<file path="src/rtl/encoder8to3_pkg.sv">
// Shared constants and state type for the serial 8-to-3 encoder.
package encoder8to3_pkg;

    localparam int unsigned N_REQ = 8;
    localparam int unsigned IDX_W = 3;
    localparam int unsigned CNT_W = 4;

    typedef enum logic {
        IDLE = 1'b0,
        EMIT = 1'b1
    } state_t;

endpackage

</file>
<file path="src/rtl/prio_enc8to3.sv">
// Combinational lowest-set-bit encoder: 8 request lines to a 3-bit index plus an any flag.
module prio_enc8to3
    import encoder8to3_pkg::*;
(
    input  logic [N_REQ-1:0] i_req,
    output logic [IDX_W-1:0] o_idx,
    output logic             o_any
);

    // Scan from the top down so the lowest set bit is the final assignment.
    always_comb begin
        o_idx = '0;
        o_any = 1'b0;
        for (int unsigned i = N_REQ; i > 0; i--) begin
            if (i_req[i-1]) begin
                o_idx = IDX_W'(i - 1);
                o_any = 1'b1;
            end
        end
    end

endmodule

</file>
<file path="src/rtl/encoder8to3_serial.sv">
// Serial 8-to-3 encoder: captures a multi-hot vector and emits each set index,
// lowest first, one per output handshake.
module encoder8to3_serial
    import encoder8to3_pkg::*;
(
    input  logic             clk,
    input  logic             rst_n,
    input  logic             in_valid,
    output logic             in_ready,
    input  logic [N_REQ-1:0] a,
    output logic             out_valid,
    input  logic             out_ready,
    output logic [IDX_W-1:0] Y,
    output logic             out_last,
    output logic [CNT_W-1:0] cnt,
    output logic             zero_seen
);

    state_t             r_state;
    state_t             w_state_nxt;
    logic [N_REQ-1:0]   r_pending;
    logic [N_REQ-1:0]   w_pending_nxt;
    logic               r_zero_seen;
    logic               w_zero_nxt;
    logic [IDX_W-1:0]   w_idx;
    logic               w_any;
    logic [N_REQ-1:0]   w_clr_mask;
    logic [CNT_W-1:0]   w_cnt;

    prio_enc8to3 u_prio (
        .i_req (r_pending),
        .o_idx (w_idx),
        .o_any (w_any)
    );

    always_comb begin
        w_clr_mask        = '0;
        w_clr_mask[w_idx] = 1'b1;
    end

    always_comb begin
        w_cnt = '0;
        for (int unsigned i = 0; i < N_REQ; i++) begin
            w_cnt = w_cnt + CNT_W'(r_pending[i]);
        end
    end

    assign in_ready  = (r_state == IDLE);
    assign out_valid = (r_state == EMIT) && w_any;
    assign Y         = w_idx;
    assign cnt       = w_cnt;
    assign out_last  = out_valid && (w_cnt == CNT_W'(1));
    assign zero_seen = r_zero_seen;

    always_comb begin
        w_state_nxt   = r_state;
        w_pending_nxt = r_pending;
        w_zero_nxt    = 1'b0;
        case (r_state)
            IDLE: begin
                if (in_valid) begin
                    if (a != '0) begin
                        w_pending_nxt = a;
                        w_state_nxt   = EMIT;
                    end else begin
                        w_zero_nxt = 1'b1;
                    end
                end
            end
            EMIT: begin
                if (out_ready) begin
                    w_pending_nxt = r_pending & ~w_clr_mask;
                    if (out_last) begin
                        w_state_nxt = IDLE;
                    end
                end
            end
            default: w_state_nxt = IDLE;
        endcase
    end

    always_ff @(posedge clk or negedge rst_n) begin
        if (!rst_n) begin
            r_state     <= IDLE;
            r_pending   <= '0;
            r_zero_seen <= 1'b0;
        end else begin
            r_state     <= w_state_nxt;
            r_pending   <= w_pending_nxt;
            r_zero_seen <= w_zero_nxt;
        end
    end

endmodule

</file>
<file path="config.mk">
export PLATFORM = sky130hd
export DESIGN_NAME = encoder8to3_serial
export DESIGN_NICKNAME = d
export VERILOG_FILES = /design/src/rtl/encoder8to3_pkg.sv /design/src/rtl/prio_enc8to3.sv /design/src/rtl/encoder8to3_serial.sv
export SDC_FILE = /design/constraint.sdc
export NUM_CORES = 1
export LEC_CHECK = 0
export BUFFER_PORTS_ARGS = -buffer_cell sky130_fd_sc_hd__buf_2
export CAP_MARGIN = 10
export CORE_ASPECT_RATIO = 1.1
export CORE_MARGIN = 2
export CORE_UTILIZATION = 53
export DETAILED_ROUTE_END_ITERATION = 7
export HOLD_SLACK_MARGIN = 0.02
export PLACE_DENSITY = 0.82
export REMOVE_ABC_BUFFERS = 1
export SETUP_SLACK_MARGIN = 0.15
export SLEW_MARGIN = 30
export SYNTH_ARGS = -nofsm -noshare
export SYNTH_HDL_FRONTEND = slang
export SYNTH_HIERARCHICAL = 1
export SYNTH_SLANG_ARGS = --single-unit
</file>
<file path="constraint.sdc">
create_clock -name clk -period 9 [get_ports clk]
set_clock_uncertainty 0.05 [all_clocks]
set_input_delay 1.35 -clock clk [delete_from_list [all_inputs] [get_ports clk]]
set_output_delay 1.35 -clock clk [all_outputs]
set_load 0.03 [all_outputs]
</file>
==> out/qor.csv <==
stage,metric,value,unit
logic_synthesis,Synth cell types,29,
hold_path,HP Class,flip-flop to flip-flop,
clock_tree,"Clk pin slew, worst setup/hold paths",60,ps
global_route,Overflow after GRT,0,
worst_setup_path,WS Path Type,flip-flop to primary output,
detailed_routing,Antenna Nets Post-Route,0,
worst_setup_path,crit end category,primary output,
logic_synthesis,Post-Synth XOR/XNOR Area,1.12,%
floorplanning,Die H,44.3,µm
logic_synthesis,multiplexer share of the synthesized area,0,%
floorplanning,Initial Util,57.1,%
sta,Max Slew Vio Count,0,
detailed_routing,drt pass-1 iters,3,
clock_tree,CTS tree,yes,
worst_setup_path,Critical-path top delay cell,fa_1,
logic_synthesis,Post-synth EDFFs,0,
detailed_routing,DRC viols,0,
worst_setup_path,CP max FO,6,
worst_setup_path,Crit path max-delay family,adder cells,
detailed_routing,final WL,1610,µm
cells_and_area,n_diodes,0,
global_route,first-pass GRT wire length,2890,µm
logic_synthesis,Synth Area in Simple Gates,24.0,%
global_route,GRT Util Overall,24.1,%
floorplanning,Ports,23,
logic_synthesis,#FFs+latches synth,10,
detailed_routing,via-per-instance ratio,5.40,
floorplanning,Die Wd,40.6,µm
clock_tree,CTS sink cnt,10,
floorplanning,area of the core,0.00137,mm²
clock_tree,PostCTS Resize Cnt,0,
worst_setup_path,R2R depth,11,
clock_tree,CTS max path bufs,2,
worst_setup_path,cell mode on critical path,fa_1,
logic_synthesis,Compound-Gate Fraction of Synth Area,20.5,%
sta,setup_tns,0,ps
worst_setup_path,"Buf+Inv Stages, Crit Path",4,
detailed_routing,WL/cell,12.8,µm
sta,Final Hold Fails,0,
worst_setup_path,crit start category,flip-flop,
sta,# setup viols final,0,
place,Final HPWL DP,1340,µm
sta,worst slew pin tran,673,ps
global_route,largest net degree at the start of global routing,11,
sta,post-route minimum period,4870,ps
clock_tree,CTS buffer count,3,
clock_tree,worst-skew pair later-pin latency,270,ps
place,GPL Wtd Cong,0.788,
sta,RSZ-0062 raised after global routing,no,
worst_setup_path,critical-path cell list,fa_1 -> inv_1 -> fa_1 -> fa_1 -> inv_1 -> ha_1 -> inv_1 -> fa_1 -> nand3_1 -> nor3_1 -> buf_2,
logic_synthesis,yosys warns,6,
cells_and_area,Nets,131,
global_route,number of global-route vias before repair,685,
sta,Final Cycle Share,54.1,%
worst_setup_path,Critical Path AT,3470,ps
cells_and_area,Synth-to-Final Area Change,18.6,%
clock_tree,"Setup Fix Bufs, Post-CTS",0,
logic_synthesis,Gate Count Post-Synth,86,
clock_tree,Post-CTS Hold Buffers,0,
floorplanning,Die ar.,0.00180,mm²
place,PortBufs,22,
detailed_routing,Vias,680,
clock_tree,clock root buffer,clkbuf_4,
logic_synthesis,Syn Std Cell Area,781,µm²
cells_and_area,Filler cells,130,
run_status,run status,"finished, final reports clean",
sta,Max-slew headroom,54.9,%
logic_synthesis,Synth Area per Inst,9.08,µm²
logic_synthesis,Adder-Cell Fraction of Synth Area,15.1,%
sta,Max Fclk,0.205,GHz
cells_and_area,most frequent cells in the layout,"22 x buf_2, 13 x inv_1, 10 x nand2_1, 10 x dfrtp_1, 8 x o21ai_1",
run,Max-Cap Viols,0,
worst_setup_path,max incr delay on CP,550,ps
worst_setup_path,WP depth,11,
cells_and_area,"commonest non-fill, non-tap cell in the layout",buf_2,
global_route,antenna violations before repair,0,
clock_tree,H-Tree Level Count,1,
logic_synthesis,"FFs w/ async S/R, synth",100,%
logic_synthesis,main combinational cell family by area after synthesis,simple AND/OR/NAND/NOR gates,
floorplanning,row cnt,14,
logic_synthesis,sequential area share after synthesis,32.1,%
cells_and_area,fraction of layout cells with a size suffix above 1,27.3,%
logic_synthesis,Main synth FF type,dfrtp_1,
detailed_routing,Detailed Route Iter0 Violations,13,
worst_setup_path,critical path required time,7600,ps
hold_path,depth of the worst hold-timing path,2,
[worst paths after layout]
kind | end | slack (ps) | from
max | out_last | 4130 | r_pending[0]
min | r_pending[5] | 560 | r_pending[5]
max reg2reg | r_state | 5640 | r_pending[0]
min reg2reg | r_pending[5] | 560 | r_pending[5]
max in group asynchronous | r_pending[5] | 7840 | rst_n
min in group asynchronous | r_pending[2] | 870 | rst_n
[flip-flops by register name, summed over array words and instances (netlist names)]
name,cells
r_pending,8
r_state,1
zero_seen,1
[routing by layer]
metal  GRT usage [%]  part of all wire, %  vias to the layer above
li1                -                    -                      346
met1            29.2                   43                      316
met4            12.7                  2.2                        0
met2            39.0                   52                       14
met5               0                    0                        -
met3            4.52                  3.2                        4
[synth_stat cells, types with 2 or more instances]
| master | count | area (µm²) |
|---|---|---|
| nand2_1 | 10 | 37.5 |
| dfrtp_1 | 10 | 250 |
| nor2_1 | 2 | 7.51 |
| nand2b_1 | 2 | 12.5 |
| o21ai_0 | 7 | 35.0 |
| nor4_4 | 2 | 42.5 |
| fa_1 | 4 | 80.1 |
| and2_1 | 2 | 12.5 |
| o31ai_1 | 2 | 15.0 |
| nand3_1 | 2 | 10.0 |
| nor2b_1 | 2 | 12.5 |
| o21ai_1 | 8 | 40.0 |
| o21bai_1 | 2 | 15.0 |
| ha_1 | 3 | 37.5 |
| a211oi_1 | 2 | 15.0 |
| inv_1 | 13 | 48.8 |
[kinds of logic after synthesis]
group | after synthesis
AO/OA/AOI/OAI | 25
AND/OR/NAND/NOR | 29
adder cells (fa/ha/maj) | 7
flip-flops | 10
XOR/XNOR | 1
buffers and inverters | 14
[layout make-up]
class | count | area, µm² | share of cell area, %
timing repair buffer | 22 | 110 | 11.9
multi-input combinational | 62 | 474 | 51.2
tap | 16 | 20.0 | 2.16
inverter | 13 | 48.8 | 5.27
sequential | 10 | 250 | 27.0
clock buffer | 3 | 22.5 | 2.43
[worst register-to-register path, cell delays in order (launching register included)]
cell	delay, ps
dfrtp_1	450
fa_1	550
inv_1	50
fa_1	500
fa_1	410
inv_1	70
ha_1	160
inv_1	50
fa_1	520
nand4_1	90
a211oi_1	250
o21bai_1	90
[stage by stage]
stage	hold slack [ps]	instances	worst slack, ps	instance area (µm²)	utilization (%)
floorplan	505	85	4010	773	-
global placement	540	123	4520	903	66.1
detailed placement	552	123	4390	903	66.1
CTS	559	126	4100	926	67.8
global route	582	126	3910	926	67.8
finish	556	126	4130	926	67.8
Power is left out: the tool's default activity adds up to more than one toggle a clock period on the data nets, which glitch-free logic cannot reach.
